===== src/rtl/decode_stage.sv =====
`default_nettype none
// ============================================================================
// Module   : decode_stage (with package types)
// Purpose  : RV32I decode as a single-entry registered pipeline stage with a
//            valid/ready handshake on both sides and a flush input.
// Ports    : clk, rst_n            - clock, asynchronous active-low reset
//            in_valid/in_ready     - fetch-side handshake
//            in_instr, in_pc       - instruction word and its address
//            flush                 - drop held and offered instructions
//            out_valid/out_ready   - execute-side handshake
//            alu_control, rs1, rs2, rd, imm, pc_out, alu_src_imm,
//            alu_src_pc, reg_write, mem_read, mem_write, branch, jump,
//            illegal               - registered decoded bundle
// Revision : 1.0 - initial release
// ============================================================================

package types;
    typedef enum logic [3:0] {
        ALU_ADD  = 4'd0,
        ALU_SUB  = 4'd1,
        ALU_SLL  = 4'd2,
        ALU_SLT  = 4'd3,
        ALU_SLTU = 4'd4,
        ALU_XOR  = 4'd5,
        ALU_SRL  = 4'd6,
        ALU_SRA  = 4'd7,
        ALU_OR   = 4'd8,
        ALU_AND  = 4'd9,
        ALU_BEQ  = 4'd10,
        ALU_BNE  = 4'd11,
        ALU_BLT  = 4'd12,
        ALU_BGE  = 4'd13,
        ALU_BLTU = 4'd14,
        ALU_BGEU = 4'd15
    } alu_control_t;
endpackage

module decode_stage (
    input  logic                 clk,
    input  logic                 rst_n,
    input  logic                 in_valid,
    output logic                 in_ready,
    input  logic [31:0]          in_instr,
    input  logic [31:0]          in_pc,
    input  logic                 flush,
    output logic                 out_valid,
    input  logic                 out_ready,
    output types::alu_control_t  alu_control,
    output logic [4:0]           rs1,
    output logic [4:0]           rs2,
    output logic [4:0]           rd,
    output logic [31:0]          imm,
    output logic [31:0]          pc_out,
    output logic                 alu_src_imm,
    output logic                 alu_src_pc,
    output logic                 reg_write,
    output logic                 mem_read,
    output logic                 mem_write,
    output logic                 branch,
    output logic                 jump,
    output logic                 illegal
);
    import types::*;

    localparam logic [6:0] c_OPC_OP     = 7'b0110011;
    localparam logic [6:0] c_OPC_OP_IMM = 7'b0010011;
    localparam logic [6:0] c_OPC_BRANCH = 7'b1100011;
    localparam logic [6:0] c_OPC_LOAD   = 7'b0000011;
    localparam logic [6:0] c_OPC_STORE  = 7'b0100011;
    localparam logic [6:0] c_OPC_LUI    = 7'b0110111;
    localparam logic [6:0] c_OPC_AUIPC  = 7'b0010111;
    localparam logic [6:0] c_OPC_JAL    = 7'b1101111;
    localparam logic [6:0] c_OPC_JALR   = 7'b1100111;

    // ------------------------------------------------------------------
    // Field extraction and immediate formats
    // ------------------------------------------------------------------
    logic [6:0]  w_opcode;
    logic [2:0]  w_funct3;
    logic [6:0]  w_funct7;
    logic [31:0] w_imm_i, w_imm_s, w_imm_b, w_imm_u, w_imm_j, w_imm_shamt;

    assign w_opcode    = in_instr[6:0];
    assign w_funct3    = in_instr[14:12];
    assign w_funct7    = in_instr[31:25];
    assign w_imm_i     = {{20{in_instr[31]}}, in_instr[31:20]};
    assign w_imm_s     = {{20{in_instr[31]}}, in_instr[31:25], in_instr[11:7]};
    assign w_imm_b     = {{19{in_instr[31]}}, in_instr[31], in_instr[7],
                          in_instr[30:25], in_instr[11:8], 1'b0};
    assign w_imm_u     = {in_instr[31:12], 12'b0};
    assign w_imm_j     = {{11{in_instr[31]}}, in_instr[31], in_instr[19:12],
                          in_instr[20], in_instr[30:21], 1'b0};
    assign w_imm_shamt = {27'b0, in_instr[24:20]};

    // funct3 to arithmetic operation; alt selects SUB/SRA
    function automatic alu_control_t f_arith(input logic [2:0] f3, input logic alt);
        alu_control_t v;
        case (f3)
            3'b000:  v = alt ? ALU_SUB : ALU_ADD;
            3'b001:  v = ALU_SLL;
            3'b010:  v = ALU_SLT;
            3'b011:  v = ALU_SLTU;
            3'b100:  v = ALU_XOR;
            3'b101:  v = alt ? ALU_SRA : ALU_SRL;
            3'b110:  v = ALU_OR;
            default: v = ALU_AND;
        endcase
        return v;
    endfunction

    // ------------------------------------------------------------------
    // Combinational decode of the offered instruction. Illegal encodings
    // leave every field at its default (ALU_ADD, all flags low).
    // ------------------------------------------------------------------
    alu_control_t w_alu;
    logic [31:0]  w_imm;
    logic [4:0]   w_rs1;
    logic         w_src_imm, w_src_pc, w_reg_write, w_mem_read, w_mem_write;
    logic         w_branch, w_jump, w_illegal;

    always_comb begin
        w_alu       = ALU_ADD;
        w_imm       = 32'b0;
        w_rs1       = in_instr[19:15];
        w_src_imm   = 1'b0;
        w_src_pc    = 1'b0;
        w_reg_write = 1'b0;
        w_mem_read  = 1'b0;
        w_mem_write = 1'b0;
        w_branch    = 1'b0;
        w_jump      = 1'b0;
        w_illegal   = 1'b0;
        case (w_opcode)
            c_OPC_OP: begin
                if (w_funct7 != 7'h00 && w_funct7 != 7'h20) begin
                    w_illegal = 1'b1;
                end else if (w_funct7 == 7'h20 && w_funct3 != 3'b000 && w_funct3 != 3'b101) begin
                    w_illegal = 1'b1;
                end else begin
                    w_alu       = f_arith(w_funct3, w_funct7[5]);
                    w_reg_write = 1'b1;
                end
            end
            c_OPC_OP_IMM: begin
                // instr[30] only distinguishes SRAI from SRLI; elsewhere it is immediate data
                w_alu       = f_arith(w_funct3, (w_funct3 == 3'b101) && w_funct7[5]);
                w_imm       = (w_funct3 == 3'b001 || w_funct3 == 3'b101) ? w_imm_shamt : w_imm_i;
                w_src_imm   = 1'b1;
                w_reg_write = 1'b1;
            end
            c_OPC_BRANCH: begin
                w_imm    = w_imm_b;
                w_branch = 1'b1;
                case (w_funct3)
                    3'b000:  w_alu = ALU_BEQ;
                    3'b001:  w_alu = ALU_BNE;
                    3'b100:  w_alu = ALU_BLT;
                    3'b101:  w_alu = ALU_BGE;
                    3'b110:  w_alu = ALU_BLTU;
                    3'b111:  w_alu = ALU_BGEU;
                    default: begin
                        w_illegal = 1'b1;
                        w_imm     = 32'b0;
                        w_branch  = 1'b0;
                    end
                endcase
            end
            c_OPC_LOAD: begin
                w_imm       = w_imm_i;
                w_src_imm   = 1'b1;
                w_mem_read  = 1'b1;
                w_reg_write = 1'b1;
            end
            c_OPC_STORE: begin
                w_imm       = w_imm_s;
                w_src_imm   = 1'b1;
                w_mem_write = 1'b1;
            end
            c_OPC_LUI: begin
                w_imm       = w_imm_u;
                w_rs1       = 5'd0;
                w_src_imm   = 1'b1;
                w_reg_write = 1'b1;
            end
            c_OPC_AUIPC: begin
                w_imm       = w_imm_u;
                w_src_imm   = 1'b1;
                w_src_pc    = 1'b1;
                w_reg_write = 1'b1;
            end
            c_OPC_JAL: begin
                w_imm       = w_imm_j;
                w_src_imm   = 1'b1;
                w_src_pc    = 1'b1;
                w_jump      = 1'b1;
                w_reg_write = 1'b1;
            end
            c_OPC_JALR: begin
                w_imm       = w_imm_i;
                w_src_imm   = 1'b1;
                w_jump      = 1'b1;
                w_reg_write = 1'b1;
            end
            default: w_illegal = 1'b1;
        endcase
    end

    // ------------------------------------------------------------------
    // Handshake and output register
    // ------------------------------------------------------------------
    logic r_valid;
    logic w_accept;

    assign in_ready = !r_valid || out_ready;
    assign w_accept = in_valid && in_ready && !flush;

    alu_control_t r_alu;
    logic [4:0]   r_rs1, r_rs2, r_rd;
    logic [31:0]  r_imm, r_pc;
    logic         r_src_imm, r_src_pc, r_reg_write, r_mem_read, r_mem_write;
    logic         r_branch, r_jump, r_illegal;

    always_ff @(posedge clk or negedge rst_n) begin
        if (!rst_n) begin
            r_valid     <= 1'b0;
            r_alu       <= ALU_ADD;
            r_rs1       <= 5'd0;
            r_rs2       <= 5'd0;
            r_rd        <= 5'd0;
            r_imm       <= 32'b0;
            r_pc        <= 32'b0;
            r_src_imm   <= 1'b0;
            r_src_pc    <= 1'b0;
            r_reg_write <= 1'b0;
            r_mem_read  <= 1'b0;
            r_mem_write <= 1'b0;
            r_branch    <= 1'b0;
            r_jump      <= 1'b0;
            r_illegal   <= 1'b0;
        end else begin
            if (flush) begin
                r_valid <= 1'b0;
            end else if (w_accept) begin
                r_valid <= 1'b1;
            end else if (out_ready) begin
                r_valid <= 1'b0;
            end
            // Payload only moves on accept, so a stalled bundle stays bit-stable
            if (w_accept) begin
                r_alu       <= w_alu;
                r_rs1       <= w_rs1;
                r_rs2       <= in_instr[24:20];
                r_rd        <= in_instr[11:7];
                r_imm       <= w_imm;
                r_pc        <= in_pc;
                r_src_imm   <= w_src_imm;
                r_src_pc    <= w_src_pc;
                r_reg_write <= w_reg_write;
                r_mem_read  <= w_mem_read;
                r_mem_write <= w_mem_write;
                r_branch    <= w_branch;
                r_jump      <= w_jump;
                r_illegal   <= w_illegal;
            end
        end
    end

    assign out_valid   = r_valid;
    assign alu_control = r_alu;
    assign rs1         = r_rs1;
    assign rs2         = r_rs2;
    assign rd          = r_rd;
    assign imm         = r_imm;
    assign pc_out      = r_pc;
    assign alu_src_imm = r_src_imm;
    assign alu_src_pc  = r_src_pc;
    assign reg_write   = r_reg_write;
    assign mem_read    = r_mem_read;
    assign mem_write   = r_mem_write;
    assign branch      = r_branch;
    assign jump        = r_jump;
    assign illegal     = r_illegal;

endmodule
`default_nettype wire


===== config.mk =====
export PLATFORM = sky130hd
export DESIGN_NAME = decode_stage
export DESIGN_NICKNAME = d
export VERILOG_FILES = /design/src/rtl/decode_stage.sv
export SDC_FILE = /design/constraint.sdc
export NUM_CORES = 1
export LEC_CHECK = 0
export CAP_MARGIN = 40
export CORE_ASPECT_RATIO = 0.7
export CORE_MARGIN = 8
export CORE_UTILIZATION = 41
export CTS_BUF_LIST = sky130_fd_sc_hd__clkbuf_8
export DETAILED_ROUTE_END_ITERATION = 6
export MAX_ROUTING_LAYER = met4
export PLACE_DENSITY = 0.79
export SYNTH_ARGS = -nofsm -noshare
export SYNTH_HDL_FRONTEND = slang
export SYNTH_SLANG_ARGS = --single-unit
export TNS_END_PERCENT = 20

===== constraint.sdc =====
create_clock -name clk -period 1.8 [get_ports clk]
set_input_delay 0.36 -clock clk [delete_from_list [all_inputs] [get_ports clk]]
set_output_delay 0.36 -clock clk [all_outputs]
set_load 0.02 [all_outputs]

# Word-level counts from Yosys, hierarchy flattened
# Index checks and enable logic that the tools add are counted.
totals:
  mem_bits_ro: 0
  inputBits: 69
  latch_bits: 0
  out_inout_bits: 93
  word_cells: 86
  ram_bits: 0
  n_memories: 0
  register_bits: 92
classes:
  eq_ne: 19
  n_mul: 0
  n_shift: 0
  mux: 31
  n_div: 0
  n_lt_le_gt_ge: 0
  bitwise: 0
  n_reduce_logical: 21
  add_sub_neg: 0
ops:
  columns: ["cell", "count"]
  rows:
  - ["case mux 32 bit (6 select lines)", 1]
  - ["two-way mux 32 bit", 2]
  - ["case mux 4 bit (7 select lines)", 2]
  - ["equality test 7 x 6 -> 1 bit (second input constant)", 4]
  - ["case mux 4 bit (6 select lines)", 1]
  - ["equality test 7 bit (second input constant)", 3]
  - ["two-way mux 1 bit", 19]
  - ["equality test 7 x 5 -> 1 bit (second input constant)", 2]
  - ["equality test 3 bit (second input constant)", 4]
  - ["case mux 4 bit (3 select lines)", 1]
  - ["OR reduction 6 bit", 2]
  - ["two-way mux 4 bit", 2]
  - ["OR reduction 2 bit", 4]
  - ["equality test 7 x 2 -> 1 bit (second input constant)", 1]
  - ["inequality test 7 x 6 -> 1 bit (second input constant)", 1]
  - ["nonzero test 7 bit", 1]
  - ["OR reduction 7 bit", 1]
  - ["equality test 3 x 2 -> 1 bit (second input constant)", 2]
  - ["logical AND 1 bit", 6]
  - ["nonzero test 3 bit", 2]
  - ["two-way mux 5 bit", 1]
  - ["equality test 3 x 1 -> 1 bit (second input constant)", 1]
  - ["zero test 3 bit", 1]
  - ["inequality test 3 bit (second input constant)", 1]
  - ["4 further kinds", 6]

# Longest topological paths before layout
# Gate-level depths: netlist of the first run.
logic_depth:
  word_depth: 6
  mapped_depth: 9
  depth_no_buf: 6

# Worst setup path after synthesis of the first run
# OpenSTA, ideal clock, no wires.
synth_timing:
  path_kind: "input port to flip-flop"
  start: "input in_instr[27]"
  end: "register r_alu[0] (netlist: alu_control[0])"
  arrival_time_ns: 1.777
  stages: 5
  n_path_buf: 0
  slack_ns: -0.063
  setup_time_ns: 0.087
  required_time_ns: 1.713
  cell_sequence: "or4_4 -> nor3_4 -> o2111ai_2 -> or4_1 -> o211ai_1"
synth_between:
  elab_chain_len: 6
  elab_cells_between_ends: 9
  cone_classes: "2 x eq/ne; 3 x mux; 4 x reduce/logical"
synth_lines:
  columns: ["item", "line_no", "source"]
  rows:
  - ["from (decl)", "43", "input logic [31:0] in_instr,"]
  - ["equality test 7 x 6 -> 1 bit", "137", "end else if (w_funct7 == 7'h20 && w_funct3 != 3'b000 && w_funct3 != 3'b101) begin"]
  - ["logical AND 1 bit (2 in a row)", "137", null]
  - ["two-way mux 4 bit", "137", null]
  - ["two-way mux 4 bit *", "135", "if (w_funct7 != 7'h00 && w_funct7 != 7'h20) begin"]
  - ["case mux 4 bit (3 select lines) *", "133", "case (w_opcode)"]
  - ["to (signal assigned)", "250", "r_alu <= w_alu;"]
  - ["to (decl)", "217", "alu_control_t r_alu;"]
# Mark *: on every way between the ends. The rest lies on a longest branch, timed or not.
# A chain may end at the register's enable or synchronous reset.

# Final worst setup path of the first run
layout_timing:
  start: "input in_instr[29]"
  end: "register r_alu[0] (netlist: alu_control[0])"
# Same word-level chain as after synthesis.

==> impl.org, run 1 <==
** Timing
- Slew of the pin with the lowest slew margin :: between 0.3 and 0.4 ns
- Count of pins over their slew limit :: 0
- The final-report hold violation count is 0.
- After layout, the worst setup slack is -0.0118 ns.
- Final setup skew :: between 0.006 and 0.007 ns
- Highest attainable clock frequency :: 0.552 GHz
- In this run the tightest slew margin relative to its limit is about 78%.
- Setup repair after global routing could not meet its margin everywhere.
- Worst hold slack :: 0.424 ns
- Setup violations remaining at the end of the flow were counted as 1.
- Min cycle time layout :: 1.81 ns
- After layout, the worst path uses 101% of the clock period.

** Synth
- Each instance of the synthesized netlist takes up on average 8.86 um2.
- YS warnings :: 0
- In this run the cell area of the synthesized design comes to 4130 um2.
- Most used standard cell by instance count after synthesis :: sky130_fd_sc_hd__nand2_1
- Most instantiated flip-flop cell in the synthesis netlist :: sky130_fd_sc_hd__dfrtp_1
- Top cells by area in the synthesized netlist :: sky130_fd_sc_hd__dfrtp_1, sky130_fd_sc_hd__nand2_1, sky130_fd_sc_hd__a21oi_1, sky130_fd_sc_hd__a22oi_1, sky130_fd_sc_hd__o21ai_1
- Flop and latch count out of synthesis :: 92
- When the netlist entered floorplanning its net count stood at 535.
- Distinct cells, synth :: 46
- Summed over all instances, the cell type with the most area after synthesis is sky130_fd_sc_hd__dfrtp_1.
- The synthesized design contains 0 enable-type register cells.
- Most used standard cells in the synthesized netlist :: sky130_fd_sc_hd__nand2_1, sky130_fd_sc_hd__dfrtp_1, sky130_fd_sc_hd__a21oi_1
- For this run, the register share of the synthesized area comes to 55.8%.
- In the synthesized netlist the async set-or-reset flop fraction comes to 100%.
- Area share of the largest cell type after synthesis :: between 50% and 60%
- Post-synthesis cell count :: approximately 470

** CTS
- In this run the clock root is driven by a sky130_fd_sc_hd__clkbuf_8.
- TritonCTS built the clock tree.
- Clock tree synthesis found a total of 92 sinks.
- Buffers inserted during clock tree synthesis total 9.
- Counting along the longest clock path gives a buffer depth of 2.
- After clock tree synthesis, the clock-pin slew on the worst setup and hold paths is approximately 0.090 ns.
- The clock reaches the later pin of the worst-skew pair after 0.36 ns.
- The H-tree was split into 3 levels.

** Route
- The final route contains 4160 vias.
- In the routed design, unresolved DRC markers number 0.
- Using the TritonRoute via totals, the vias-per-cell ratio works out to 5.14.
- Post-route antenna net violation count :: 0
- The first routing iteration left 234 violations.
- In the final routed layout, each cell accounts on average for roughly 17 um.
- The final layout contains routed wiring with a total length of roughly 14000 um.
- The first detailed-routing pass took 4 iterations.

** Setup path
- Critical path endpoint category :: register
- Highest cell delay on the worst timing path :: 0.43 ns
- Of all nets on the critical path, the largest fanout is 2.
- The worst setup path is of the primary input to register kind.
- Among cell families on the critical path, the largest total delay comes from simple AND/OR/NAND/NOR gates.
- Data arrives at the worst endpoint at about 2.1 ns.
- Slowest cell on crit path :: sky130_fd_sc_hd__or4_4
- Count of buffer and inverter cells on the critical path :: 1
- At the worst endpoint, the required time is 2.08 ns.
- STA classifies the critical path startpoint as a primary input.
- Crit path cell chain :: clkdlybuf4s50_1, or4_4, nor3_4, o2111ai_2, or4_1, o211ai_1

** GRT
- The number of antenna violations at the first check in global routing was 1.
- Grt total ovfl :: 0
- Overall track demand over capacity in global routing :: roughly a fifth
- Largest net degree at the start of global routing :: 52
- The via count of the first global-routing pass came to roughly 4400.
- The first global-routing pass estimated 22600 um of wire.

** Placement
- The HPWL after detailed placement is between 10000 and 15000 um.
- The congestion estimate from routability-driven global placement came to about 0.95.
- Instance area at placement :: roughly 6400 um2
- The count of buffers added on input and output ports is 161.

** Power and ir drop
- Leak :: 3.12 nW
- Power Dens Cells :: between 700 and 800 nW/um2
- Worst ir drop on vdd :: 0.563 mV

** Finish
- Counting the fill cells in the layout gives 771.
- Finished Cell Area :: 6670 um2
- In the final layout, flip-flops and latches occupy 2300 um2.
- Final net count :: 745
- The area growth from synthesis to layout is 61.5%.
- Summing all multi-input logic gate instances after layout gives between 1500 and 2000 um2.
- The post-route netlist has 15.3% of its cells at a drive strength greater than 1.

** Die
- For this design the top-level I/O count stands at 162.
- Area of the core :: a little under 10000 um2
- The die is 100 um tall.
- Die Area :: 13600 um2
- Row generation in the floorplan step produced 30 rows.
- The initial utilization of the core area, before any placement, comes to 42.3%.
- The die is 136 um wide.

** Worst hold path
- Worst hold path class :: primary input to async pin

** Run status
- The run finished, with violations left.
- The final reports fail on negative setup slack.

** Run
- Total of max-cap violations :: 0
state kept, by name (all words and copies together) (netlist names):
register and count:
out_valid 1, rs2 5, rs1 5, branch 1, alu_src_pc 1, mem_read 1, pc_out 32, rd 5
alu_control 4, jump 1, illegal 1, mem_write 1, imm 32, alu_src_imm 1, reg_write 1
stage by stage:
stage | util [%] | power, mW | setup slack [ns] | cells | TNS [ns]
6_report | 68.3 | 5.04 | -0.0118 | 810 | -0.0118
5_1_grt | 68.3 | 5.30 | -0.0615 | 810 | -0.0671
4_1_cts | 67.4 | 5.08 | -0.00271 | 806 | -0.00271
3_5_place_dp | 65.1 | 3.63 | -0.586 | 788 | -17.90
3_3_place_gp | 65.1 | 3.60 | -0.532 | 788 | -15.47
2_1_floorplan | - | 2.86 | -0.0407 | 466 | -0.292
metal layers:
metal / GRT usage, % / vias to the layer above / part of all wire, % / wire length [um]
met3: 7.98 / 21 / 9.2 / 1280
met4: 6.48 / 0 / 1.5 / 204
met2: 31.2 / 149 / 44 / 6180
met5: - / - / 0 / 0
li1: - / 1995 / - / -
met1: 27.1 / 1995 / 45 / 6270
layout by cell type, fill, tap and decap left out, drive strengths merged, types with 5 or more instances in the layout:
cell,count
nor3,5
nor2,13
nand2b,5
a22oi,15
clkdlybuf4s50,148
clkbuf,10
a21oi,37
dlymetal6s2s,8
a22o,8
buf,70
nand3,7
o21ai,30
dfrtp,92
nand2,175
cells by family after synthesis:
family | after synthesis | synth area share (%)
AO/OA/AOI/OAI | 109 | 16.6
XOR/XNOR | 2 | 0.424
buffers and inverters | 35 | 3.36
AND/OR/NAND/NOR | 228 | 23.8
flip-flops | 92 | 55.8
timing repair:
| action | 4_1_cts | 5_1_grt |
|---|---|---|
| resized for setup | 6 | 22 |
| cloned | 0 | 1 |
| setup buffers | 1 | 2 |
| hold buffers | 1 | 0 |
| setup endpoints to repair | 16 | 39 |
| pin swaps | 1 | 3 |
| hold endpoints to repair | 20 | 0 |
power breakdown:
group | leakage (nW) | total [mW] | internal, mW | switching [mW]
sequential | 1.20 | 2.33 | 2.24 | 0.0967
clock | 0.0991 | 1.45 | 0.689 | 0.758
combinational | 1.82 | 1.26 | 0.613 | 0.649
total | 3.12 | 5.04 | 3.54 | 1.50
final timing paths:
check                                  to    startpoint  slack [ns]  cells past startpoint
max                        alu_control[0]  in_instr[29]       -0.01                      6
min                               imm[17]         rst_n        0.42                      2
max reg2reg                alu_control[0]     out_valid        0.21                      6
min reg2reg                     pc_out[3]     pc_out[3]        0.48                      2
max in group asynchronous            jump         rst_n        0.85                      3
min in group clk                pc_out[3]     pc_out[3]        0.48                      2
final cells by class:
class / count / share of cell area, %
clock inverters: 6 / 1.07
well taps: 128 / 2.40
inverters: 3 / 0.169
diodes: 1 / 0.0375
clock buffers: 10 / 2.06
multi-input cells: 339 / 26.1
flip-flops and latches: 92 / 34.5
repair buffers: 231 / 33.7
worst reg2reg max path: cells and delay by family, from the launching register on:
kind / cells / cell delay, ns
and+or+nand+nor: 3 / 0.79
DFF: 1 / 0.38
buffers and inverters: 2 / 0.25
AOI/OAI and AO/OA: 1 / 0.10
Power figures use the tool's default switching activity.
==> run 2: changes to the inputs <==
--- a/config.mk
+++ b/config.mk
@@ -12,7 +12,7 @@
 export CTS_BUF_LIST = sky130_fd_sc_hd__clkbuf_8
 export DETAILED_ROUTE_END_ITERATION = 6
 export MAX_ROUTING_LAYER = met4
-export PLACE_DENSITY = 0.79
+export PLACE_DENSITY = 0.83
 export SYNTH_ARGS = -nofsm -noshare
 export SYNTH_HDL_FRONTEND = slang
 export SYNTH_SLANG_ARGS = --single-unit
==> run 2 against run 1 <==
Die area did not move. Combinational power hardly changed. The run ends with negative hold slack left. Critical endpoint is now alu_control[2]. Critical path type unchanged. Wire length up 1.2%. Largest cell class unchanged. Fmax increased by 1.4%. Sequential power barely moved. Worst setup slack improved by 0.026 ns. Sequential share of layout area grew 0.19 points. Flip-flop and latch count stayed put.
==> impl.org, run 2 (synthesis gave the netlist of run 1 again) <==
** Run status
- Outcome :: finished, violations left
- Failing checks :: negative hold slack

** Finish
- Reg area :: ~2300 um2
- Summing all multi-input logic gate instances after layout gives 1730 um2.
- Finished Cell Area :: 6630 um2
- From synthesis to final layout, the design area changed by 60.7%.
- Most used cells in the layout excluding fill and tap cells :: sky130_fd_sc_hd__nand2_1, sky130_fd_sc_hd__clkdlybuf4s50_1, sky130_fd_sc_hd__dfrtp_1, sky130_fd_sc_hd__buf_4, sky130_fd_sc_hd__a21oi_1
- Fraction of final layout cells with drive strength greater than 1 :: 14.6%
- Leaving out fill and tap cells, the most frequent cell in the layout is sky130_fd_sc_hd__nand2_1.
- Final net count :: around 740
- Filler Cells Inserted :: roughly 770

** CTS
- CTS sink count :: 92
- TritonCTS built the clock tree.
- In this run, CTS created clock tree buffers numbering 9.
- After clock tree synthesis, the clock-pin slew on the worst setup and hold paths is 0.09 ns.
- The clock passes through at most 2 buffers.
- Clock Root Buffer :: sky130_fd_sc_hd__clkbuf_8
- Count of H-tree levels built during CTS :: 3
- The later pin in the worst-skew pair is clocked with a latency of around 0.37 ns.

** GRT
- Initial antenna violation count :: 1
- For this run, the total global-route usage over all layers was measured as 21.5%.
- For this run the aggregate overflow at the end of global routing stands at 0.
- Entering global routing, the biggest net connects 93 pins.
- The first global-routing pass estimated approximately 23000 um of wire.
- The via count of the first global-routing pass is 4403.

** Power and ir drop
- Worst ir drop on vdd :: 0.604 mV
- Dividing total power by cell area gives a power density of 744 nW/um2.
- Leak :: 3.11 nW
- Post-route total power :: 4.94 mW

** Timing
- The final-report hold violation count was 2.
- The worst pin sits at a relative slew slack of 66.2%.
- Setup violations remaining at the end of the flow were counted as 0.
- For the finished layout, the period the worst path requires is about 1.8 ns.
- Highest attainable clock frequency :: 0.560 GHz
- For the pin with the worst max-slew slack, the measured transition is 0.507 ns.
- The clock arrives with between 0.01 and 0.015 ns of skew.
- Setup repair after global routing missed its margin :: yes
- Worst hold slack :: -0.00612 ns
- Post-route fraction of the period consumed by the critical path :: 99.2%
- The count of final max-slew check failures was 0.

** Die
- Die Area :: 13600 um2
- Count of boundary I/O pins :: 162
- After floorplanning, the core was sized to cover roughly 10000 um2.
- Overall die width :: 136 um
- Measured along the y axis, the die boundary spans approximately 100 um.
- Once the floorplan was initialized, standard cells occupied around 42% of the core.
- Std-Cell Rows :: 30

** Route
- Via density per instance :: 5.18
- In the routed design, unresolved DRC markers number 0.
- Overall via count from detail_route :: 4179
- Summed over all layers, the routed wires come to 14100 um.
- The detail route stage leaves a number of antenna-violating nets equal to 0.
- Number of iterations in the first detailed-routing pass :: 4
- Avg WL per Cell :: 17.5 um
- For this block, the initial DRC count from the detailed router was 226.

** Setup path
- Depth of the worst register-to-register path :: 8
- Along the worst path, the maximum fanout reaches 5.
- STA classifies the critical path startpoint as a primary input.
- Data on the critical path is required at its endpoint by 2.07 ns.
- The worst setup path is captured at a register.
- Critical path arrival :: 2.06 ns
- Path type of the worst setup path :: primary input to register

** Placement
- In this run the tool buffered the top-level ports with 161 buffer cells.
- Instance area at placement :: 6370 um2
- Final estimated routing congestion in global placement :: 0.919
- Once detailed placement completed, the half-perimeter wirelength came to between 10000 and 15000 um.

** Run
- Max-cap violations in this run came to 0.

** Worst hold path
- In this run the worst hold path is classified as primary input to async pin.
run 2: cell count changes in the layout (fill, tap and decap cells not counted), sizes merged:
| cell | change |
|---|---|
| bufinv | -1 |
| inv | +3 |
| clkbuf | -1 |
| buf | -2 |
| clkinv | +1 |
| clkinvlp | -2 |
| dlygate4sd3 | -1 |
run 2: cell type report:
type | instances | area share [%]
diodes | 1 | 0.0377
multi-input cells | 339 | 26.0
flip-flops and latches | 92 | 34.7
clock buffers | 9 | 1.87
well taps | 128 | 2.41
inverters | 3 | 0.170
clock inverters | 7 | 0.981
repair buffers | 228 | 33.8
run 2: worst paths after layout:
kind,slack [ns],to,from
setup / recovery,0.01,alu_control[2],in_instr[1]
hold / removal,-0.006,imm[17],rst_n
setup reg to reg,0.20,alu_control[2],out_valid
hold reg to reg,0.48,pc_out[27],pc_out[27]
max in group asynchronous,1.39,alu_control[1],rst_n
min in group clk,0.48,pc_out[27],pc_out[27]
run 2: power breakdown:
part	internal, mW	switching, mW	total (mW)
clock	0.538	0.804	1.34
combinational	0.608	0.650	1.26
sequential	2.24	0.101	2.34
run 2: routing by layer:
layer  up-vias  GRT usage, %  routed length [um]
met3        19          7.49                1520
li1       1980             -                   -
met1      1996          26.5                5910
met4         0          6.64                 256
met2       184          32.7                6420
met5         -             -                   0
run 2: per-stage QoR:
step	TNS, ns	setup WS (ns)	std cells	util [%]	hold slack [ns]
2_1_floorplan	-0.292	-0.0407	466	-	0.0644
3_3_place_gp	-14.35	-0.532	787	65.3	0.439
3_5_place_dp	-17.10	-0.545	787	65.3	0.447
4_1_cts	0	0.00726	803	67.2	0.0334
5_1_grt	-0.0398	-0.0332	807	68.0	0.0423
6_report	0	0.0140	807	68.0	-0.00612
run 2: worst max-delay path: stages:
cell,delay [ns]
sky130_fd_sc_hd__clkdlybuf4s50_1,0.56
sky130_fd_sc_hd__and4bb_4,0.31
sky130_fd_sc_hd__buf_4,0.13
sky130_fd_sc_hd__buf_4,0.09
sky130_fd_sc_hd__o2111ai_2,0.09
sky130_fd_sc_hd__buf_4,0.15
sky130_fd_sc_hd__nand2b_1,0.16
sky130_fd_sc_hd__o21ai_0,0.20
run 2: what timing repair did:
item	CTS	global route
setup buffers	0	2
setup endpoints to repair	12	36
gates resized for setup	5	18
hold buffers	0	0
gates cloned	0	1
pin swaps	1	2
